**src/rtl/ibex_rf_write_arbiter.sv**
```systemverilog
// Write-port arbiter for the register file: merges LSU load responses and EX results,
// buffers EX writes that lose arbitration, and forwards pending values to operand reads.
module ibex_rf_write_arbiter #(
  parameter int unsigned DataWidth = 32,
  parameter int unsigned Depth     = 2,
  parameter bit          RV32E     = 1'b0
) (
  input  logic                 clk_i,
  input  logic                 rst_ni,
  input  logic                 ex_we_i,
  input  logic [4:0]           ex_waddr_i,
  input  logic [DataWidth-1:0] ex_wdata_i,
  output logic                 ex_ready_o,
  input  logic                 lsu_rvalid_i,
  input  logic [4:0]           lsu_waddr_i,
  input  logic [DataWidth-1:0] lsu_wdata_i,
  output logic                 queue_empty_o,
  output logic                 rf_we_o,
  output logic [4:0]           rf_waddr_o,
  output logic [DataWidth-1:0] rf_wdata_o,
  input  logic [4:0]           fwd_raddr_a_i,
  output logic                 fwd_hit_a_o,
  output logic [DataWidth-1:0] fwd_rdata_a_o,
  input  logic [4:0]           fwd_raddr_b_i,
  output logic                 fwd_hit_b_o,
  output logic [DataWidth-1:0] fwd_rdata_b_o
);

  localparam int unsigned PtrW = (Depth > 1) ? $clog2(Depth) : 1;
  localparam int unsigned CntW = $clog2(Depth + 1);

  logic [4:0]           q_addr [Depth];
  logic [DataWidth-1:0] q_data [Depth];
  logic [PtrW-1:0]      head_q, tail_q;
  logic [CntW-1:0]      count_q;

  logic                 rf_we_q;
  logic [4:0]           rf_waddr_q;
  logic [DataWidth-1:0] rf_wdata_q;

  logic                 q_empty, q_full;
  logic                 ex_keep, lsu_keep;
  logic                 push, pop;
  logic                 sel_we;
  logic [4:0]           sel_addr;
  logic [DataWidth-1:0] sel_data;

  function automatic logic dropped(input logic [4:0] addr);
    return (addr == 5'd0) || (RV32E && addr[4]);
  endfunction

  function automatic logic [PtrW-1:0] ptr_inc(input logic [PtrW-1:0] ptr);
    return (ptr == PtrW'(Depth - 1)) ? '0 : ptr + 1'b1;
  endfunction

  assign q_empty       = (count_q == '0);
  assign q_full        = (count_q == CntW'(Depth));
  assign ex_ready_o    = !q_full;
  assign queue_empty_o = q_empty;

  // Filtered writes are still accepted by the handshake; they simply never go anywhere.
  assign ex_keep  = ex_we_i && ex_ready_o && !dropped(ex_waddr_i);
  assign lsu_keep = lsu_rvalid_i && !dropped(lsu_waddr_i);

  always_comb begin
    sel_we   = 1'b0;
    sel_addr = rf_waddr_q;
    sel_data = rf_wdata_q;
    push     = 1'b0;
    pop      = 1'b0;
    if (lsu_keep) begin
      sel_we   = 1'b1;
      sel_addr = lsu_waddr_i;
      sel_data = lsu_wdata_i;
      push     = ex_keep;
    end else if (!q_empty) begin
      sel_we   = 1'b1;
      sel_addr = q_addr[head_q];
      sel_data = q_data[head_q];
      pop      = 1'b1;
      push     = ex_keep;
    end else if (ex_keep) begin
      sel_we   = 1'b1;
      sel_addr = ex_waddr_i;
      sel_data = ex_wdata_i;
    end
  end

  always_ff @(posedge clk_i or negedge rst_ni) begin
    if (!rst_ni) begin
      head_q  <= '0;
      tail_q  <= '0;
      count_q <= '0;
      for (int unsigned i = 0; i < Depth; i++) begin
        q_addr[i] <= '0;
        q_data[i] <= '0;
      end
    end else begin
      if (push) begin
        q_addr[tail_q] <= ex_waddr_i;
        q_data[tail_q] <= ex_wdata_i;
        tail_q         <= ptr_inc(tail_q);
      end
      if (pop) begin
        head_q <= ptr_inc(head_q);
      end
      if (push && !pop) begin
        count_q <= count_q + CntW'(1);
      end else if (pop && !push) begin
        count_q <= count_q - CntW'(1);
      end
    end
  end

  always_ff @(posedge clk_i or negedge rst_ni) begin
    if (!rst_ni) begin
      rf_we_q    <= 1'b0;
      rf_waddr_q <= '0;
      rf_wdata_q <= '0;
    end else begin
      rf_we_q <= sel_we;
      if (sel_we) begin
        rf_waddr_q <= sel_addr;
        rf_wdata_q <= sel_data;
      end
    end
  end

  assign rf_we_o    = rf_we_q;
  assign rf_waddr_o = rf_waddr_q;
  assign rf_wdata_o = rf_wdata_q;

  // Scan oldest to youngest so later matches overwrite earlier ones: youngest wins.
  function automatic logic [DataWidth:0] fwd_lookup(input logic [4:0] raddr);
    logic                 hit;
    logic [DataWidth-1:0] data;
    int unsigned          pos;
    logic [PtrW-1:0]      idx;
    hit  = 1'b0;
    data = '0;
    if (rf_we_q && (rf_waddr_q == raddr)) begin
      hit  = 1'b1;
      data = rf_wdata_q;
    end
    for (int unsigned i = 0; i < Depth; i++) begin
      pos = 32'(head_q) + i;
      if (pos >= Depth) pos = pos - Depth;
      idx = PtrW'(pos);
      if ((i < 32'(count_q)) && (q_addr[idx] == raddr)) begin
        hit  = 1'b1;
        data = q_data[idx];
      end
    end
    if (raddr == 5'd0) begin
      hit  = 1'b0;
      data = '0;
    end
    return {hit, data};
  endfunction

  always_comb begin
    {fwd_hit_a_o, fwd_rdata_a_o} = fwd_lookup(fwd_raddr_a_i);
    {fwd_hit_b_o, fwd_rdata_b_o} = fwd_lookup(fwd_raddr_b_i);
  end

endmodule

```
**config.mk**
```make
export PLATFORM = sky130hd
export DESIGN_NAME = ibex_rf_write_arbiter
export DESIGN_NICKNAME = d
export VERILOG_FILES = /design/src/rtl/ibex_rf_write_arbiter.sv
export SDC_FILE = /design/constraint.sdc
export NUM_CORES = 1
export LEC_CHECK = 0
export BUFFER_PORTS_ARGS = -buffer_cell sky130_fd_sc_hd__buf_4
export CORE_MARGIN = 5
export CORE_UTILIZATION = 45
export DETAILED_ROUTE_END_ITERATION = 8
export GPL_ROUTABILITY_DRIVEN = 1
export PLACE_DENSITY = 0.71
export SYNTH_ARGS = -nofsm -noshare
export SYNTH_HDL_FRONTEND = slang
export SYNTH_SLANG_ARGS = --single-unit
```
**constraint.sdc**
```tcl
create_clock -name clk_i -period 2.3 [get_ports clk_i]
set_input_delay 0.23 -clock clk_i [delete_from_list [all_inputs] [get_ports clk_i]]
set_output_delay 0.23 -clock clk_i [all_outputs]
set_load 0.01 [all_outputs]
```
# --- After elaboration in Yosys (flattened, before gate mapping) ---
# Cells that the tools add are included.
totals:
  regBits: 116
  out_inout_bits: 106
  inputBits: 88
  word_cells: 121
classes:
  add_sub_neg: 7
  eq_ne: 8
  n_bitwise: 4
  muxes: 59
  n_reduce_logical: 24
  magnitude_cmp: 9
op_table:
  columns: ["op", "count"]
  rows:
  - ["$mux W32", 21]
  - ["$mux W5", 13]
  - ["$bwmux W64", 1]
  - ["$demux W32 S1", 1]
  - ["$eq A5 B5 Y1", 6]
  - ["$logic_not A5 Y1", 4]
  - ["$mux W1", 19]
  - ["$logic_and A1 B1 Y1", 12]
  - ["$bwmux W10", 1]
  - ["$ge A2 B2 Y1 const B", 5]
  - ["$not A1 Y2", 4]
  - ["$demux W5 S1", 1]
  - ["$logic_not A1 Y1", 5]
  - ["$lt A1 B2 Y1 const A", 2]
  - ["$mux W2", 2]
  - ["$ne A3 B1 Y1 const B", 1]
  - ["$add A1 B1 Y1 const B", 2]
  - ["$add A1 B1 Y2 const B", 1]
  - ["$add A2 B1 Y2 const B", 1]
  - ["$eq A2 B2 Y1 const B", 1]
  - ["$ge A1 B2 Y1 const B", 1]
  - ["$logic_not A2 Y1", 1]
  - ["$lt A2 B1 Y1 const B", 1]
  - ["$reduce_and A2 Y1", 1]
  - ["other kinds (3)", 4]

# --- Logic depth before layout (Yosys ltp) ---
logic_depth:
  depth_word: 11
  depth_mapped: 10
  ltp_nobuf: 8

# --- Least setup slack after synthesis ---
# Ideal clock, no wire load.
synth_path:
  path_kind: "reg2out"
  from: "register head_q"
  to: "output port fwd_rdata_a_o[0]"
  setup_slack_ns: -0.391
  stages_incl_launch_ff: 9
  t_required_ns: 2.070
  arrival_time_ns: 2.461
  path_buffers: 3
  path_cell_list: "dfrtp_1 > buf_6 > mux2i_2 > xnor2_1 > or4_4 > buf_6 > clkbuf_1 > or3_1 > a311oi_1"
synth_via:
  elab_chain_len: 11
  word_cells_on_any_way: 28
  classes_between: "add/sub (3); order compare (2); eq/ne (2); mux (17); bitwise (2); reduce/logical (2)"
synth_lines:
  columns: ["item", "line_no", "source"]
  rows:
  - ["from (decl)", "34", "logic [PtrW-1:0] head_q, tail_q;"]
  - ["from (signal assigned)", "105", "head_q <= ptr_inc(head_q);"]
  - ["$add A1 B1 Y2 (tied with other cells)", "146", "pos = 32'(head_q) + i;"]
  - ["$ge A2 B2 Y1 (tied with other cells)", "147", "if (pos >= Depth) pos = pos - Depth;"]
  - ["$mux W1 / $not A1 Y2 (equally long branches)", "147, 149, 151", null]
  - ["$not A1 Y2 (not written as such) / $mux W5 (equally long branches)", "149, 151", null]
  - ["$mux W5 (not written as such) (2 in series)", "149", "if ((i < 32'(count_q)) && (q_addr[idx] == raddr)) begin"]
  - ["$mux W5 (not written as such) / $eq A5 B5 Y1 (equally long branches)", "149", null]
  - ["$eq A5 B5 Y1 / $logic_and A1 B1 Y1 (equally long branches)", "149", null]
  - ["$logic_and A1 B1 Y1 / $mux W32 (equally long branches)", "149", null]
  - ["$mux W32 *", "149", null]
  - ["$mux W32 *", "154", "if (raddr == 5'd0) begin"]
  - ["to (decl)", "23", "output logic [DataWidth-1:0] fwd_rdata_a_o,"]
# Mark *: on every way between the ends. The rest lies on a longest branch, timed or not. The select of a mux whose other input is x is not followed.

# --- Final worst setup path ---
layout_path:
  from: "register head_q"
  to: "output port fwd_rdata_b_o[5]"
layout_via:
  elab_chain_len: 11
  word_cells_on_any_way: 28
  classes_between: "add/sub (3); order compare (2); eq/ne (2); mux (17); bitwise (2); reduce/logical (2)"
layout_lines:
  columns: ["item", "line_no", "source"]
  rows:
  - ["$add A1 B1 Y2 (tied with other cells)", "146", null]
  - ["$ge A2 B2 Y1 (tied with other cells)", "147", null]
  - ["$mux W1 / $not A1 Y2 (equally long branches)", "147, 149, 151", null]
  - ["$not A1 Y2 (not written as such) / $mux W5 (equally long branches)", "149, 151", null]
  - ["$mux W5 (not written as such) (2 in series)", "149", null]
  - ["$mux W5 (not written as such) / $eq A5 B5 Y1 (equally long branches)", "149", null]
  - ["$eq A5 B5 Y1 / $logic_and A1 B1 Y1 (equally long branches)", "149", null]
  - ["$logic_and A1 B1 Y1 / $mux W32 (equally long branches)", "149", null]
  - ["$mux W32 *", "149", null]
  - ["$mux W32 *", "154", null]
  - ["to (decl)", "26", "output logic [DataWidth-1:0] fwd_rdata_b_o"]
# Marks and branches as above.

==> summary.txt <==
Status
  – Status: finished, violations left
  – Failing checks: negative setup slack

GRT
  – Number of global-route vias before repair: 8,842
  – Overflow after GRT: 0
  – Largest net degree at the start of global routing: 58
  – Initial antenna violation count: 0
  – Gr usage total: 28.9%
  – First-pass GRT wire length: 49,500 um

STA
  – Min Tclk post-route: 3310 ps
  – Fin. Hold Viols: 0
  – Slew Limit Headroom: 68.8%
  – Endpoints failing setup: 66
  – Setup_tns: -59,130 ps
  – Slew @ Worst Pin: 468 ps
  – Final worst-path cycle share: 144%
  – Slew Viols, Final: 0
  – Max Clock Skew: 11.7 ps
  – Setup ws final: -1010 ps
  – Fmax: 302 MHz
  – RSZ-0062 raised after global routing: yes

Power
  – Static Leak: 5.22 nW
  – Pwr per Cell Area: 1520 mW/mm^2
  – Peak supply drop: 904 uV
  – Total power: 18.9 mW

Die
  – Row count: 50
  – Full die area: 0.0216 mm^2
  – Core Area: 0.0186 mm^2
  – Num ports: 194
  – Die Height: 147 um
  – Initial core utilization: 45.4%
  – Die Wd: 147 um

Synth
  – Avg Inst Size Synth: 9.30 um^2
  – Post-Synth Simple-Gate Area: 15.7%
  – Synth unique cells: 34
  – Top cells by count, synth: dfrtp_1 (116), mux2_2 (114), clkbuf_1 (84), o211ai_1 (68)
  – Adder-cell share of the synthesized area: 0.593%
  – Gate Count Post-Synth: 908
  – Largest family of logic cells by synthesized area: multiplexers
  – Yosys top cell area share: 34.4%
  – Syn_nets: 1,000
  – XOR/XNOR Fraction of Synth Area: 3.53%
  – Post-synth top area cell: dfrtp_1
  – Seq/Total Area, Yosys: 34.4%
  – Async SR Flop Fraction: 100%
  – Synth Warn #: 0
  – Compound-Gate Fraction of Synth Area: 18.0%
  – Area of the mapped netlist: 0.00844 mm^2
  – Top_reg_cell synth: dfrtp_1
  – Mux cell area share after synthesis: 22.8%
  – EDFF count, synth: 0
  – Most frequent cell after synthesis: dfrtp_1
  – Seq cells post-synth: 116
  – Largest cells by area after synthesis: dfrtp_1 (34%), mux2_2 (15%), mux2i_1 (7.2%)

Route
  – Via count: 8,920
  – WL final: 32,100 um
  – Per-cell routed wire length: 23.0 um
  – Drt drc: 0
  – Antenna viol nets, final: 0
  – TritonRoute pass-1 iters: 6
  – DR vias/cell: 6.39
  – DR iter-0 viols: 1,019

Placement
  – Setup WS pre-CTS: -556 ps
  – DP HPWL: 21,500 um
  – Cell Area, Placed: 0.0114 mm^2
  – Count of input and output buffers: 193
  – Routability Congestion: 0.875

Critical path
  – Family with the most delay on the worst path: simple AND/OR/NAND/NOR gates
  – Crit path kind: register to output pin
  – CP max stage cell: or4_4
  – Critical path buffers and inverters: 4
  – R2r setup slk: 50 ps
  – R2R Path Start: count_q[0]
  – Max Fanout on Critical Path: 8
  – CP max stage delay: 580 ps
  – Reg2Reg Depth: 9
  – Critical R2R Capture: q_data[48]
  – Worst setup EP type: output pin
  – Worst setup SP type: register
  – Crit path required time: 2070 ps
  – Critical path, cell by cell: buf_8 > mux2i_4 > xnor2_2 > or4_4 > buf_6 > buf_12 > or3_4 > a311oi_2 > buf_4
  – Arr. time, crit path: 3080 ps

Clock tree
  – CTS buffer count: 17
  – Htree depth: 4
  – Worst skew pair latency: 430 ps
  – TritonCTS clock tree: done
  – Clock Pin Slew Worst Setup and Hold Paths: 60 ps
  – Clock Tree Root: clkbuf_16
  – Clock Tree Buf Depth: 2
  – Clock sink count: 116

Finish
  – Layout Area Growth over Synthesis: 47.6%
  – Utilization after layout: 67.1%
  – NumNets Final: 1,240
  – Post-layout instance area: 0.0125 mm^2
  – Diodes inserted: 0
  – Share of layout cells above drive strength 1: 52.0%

Worst hold path
  – Min-delay src: ex_wdata_i[14]
  – WHS Endpoint: q_data[46]
  – Class of the worst hold path: primary input to register
  – Hold Path Depth: 2

Job
  – Max-Cap Viols: 0
[worst register-to-register path, delay by kind of cell (launching register included)]
family	cells	cell delay, ps
fa+ha+maj	1	240
simple gates	1	240
flops	1	420
compound gates	2	320
buf+inv	4	540
mux	1	380
[worst max path at each step]
stage / depth (start not counted) / startpoint / end
after global placement: 8 / head_q / fwd_rdata_b_o[27]
after CTS: 8 / head_q / fwd_rdata_a_o[28]
after global routing: 9 / head_q / fwd_rdata_b_o[5]
after floorplan: 8 / head_q / fwd_rdata_a_o[0]
after detailed placement: 8 / head_q / fwd_rdata_b_o[27]
final: 9 / head_q / fwd_rdata_b_o[5]
[sequential cells by signal, indices dropped and copies added, names as in the netlist]
| name | count |
|---|---|
| rf_waddr_o | 5 |
| tail_q | 1 |
| q_data | 64 |
| head_q | 1 |
| count_q | 2 |
| rf_wdata_o | 32 |
| q_addr | 10 |
| rf_we_o | 1 |
[area by class of cell]
cell class                 instances  area (um^2)
clock buffer                      20          447
clock inverter                    12          180
fill                            1415         6120
inverter                           4         15.0
multi-input combinational        689         5820
sequential                       116         2910
tap                              234          293
timing repair buffer             320         2800
[metrics by stage]
stage | hold WS [ps] | cells
6_report | 46.6 | 1395
3_5_place_dp | 195 | 1346
3_3_place_gp | 186 | 1346
4_1_cts | 42.2 | 1385
5_1_grt | 41.7 | 1395
2_1_floorplan | -65.6 | 908
[cells by family (layout without fill, tap and decap cells)]
logic type	after synthesis	count (layout)
AND/OR/NAND/NOR	258	258
flip-flops	116	116
adder cells (fa/ha/maj)	4	4
multiplexers	177	177
XOR/XNOR	34	34
buffers and inverters	103	356
AO/OA/AOI/OAI	216	216
[layer usage]
| layer | global-route usage [%] | wire length (um) | part of all wire, % |
|---|---|---|---|
| met5 | 0 | 0 | 0 |
| met4 | 11.6 | 1020 | 3.2 |
| met3 | 6.76 | 3220 | 10 |
| met1 | 38.2 | 12900 | 40 |
| met2 | 46.1 | 15000 | 47 |
[cell usage in the layout (no fill, tap or decap), types with 3 or more instances in the layout]
cell type	count
clkinv_4	4
or2_2	28
ha_1	4
nor2_1	60
xnor2_2	5
clkbuf_16	18
nand2_1	21
bufinv_16	4
mux2_2	114
o21ai_0	10
a311oi_4	5
a21oi_1	61
o211a_1	4
nand3_1	16
inv_1	3
o211ai_1	68
a311oi_2	58
or4_1	4
a21oi_2	3
mux2i_1	55
buf_4	284
a31oi_1	3
buf_12	26
or3_1	28
mux2i_2	5
or3_4	22
dfrtp_1	115
buf_6	6
mux2i_4	3
xnor2_1	11
xor2_1	18
nor3_1	64
[what timing repair did]
action,4_1_cts,5_1_grt
resized for setup,13,34
gates cloned,1,1
hold endpoints to repair,27,0
endpoints found under the setup margin,117,112
buffers inserted,5,9
hold buffers,1,0
pin swaps,34,19
[power breakdown]
part | internal, mW | switching [mW] | total [mW] | leakage (nW)
logic | 5.93 | 5.97 | 11.9 | 3.57
registers | 3.11 | 1.05 | 4.16 | 1.36
clock network | 1.84 | 1.01 | 2.86 | 0.300
total | 10.9 | 8.04 | 18.9 | 5.22
No activity file was read; power rests on OpenSTA's default activity.
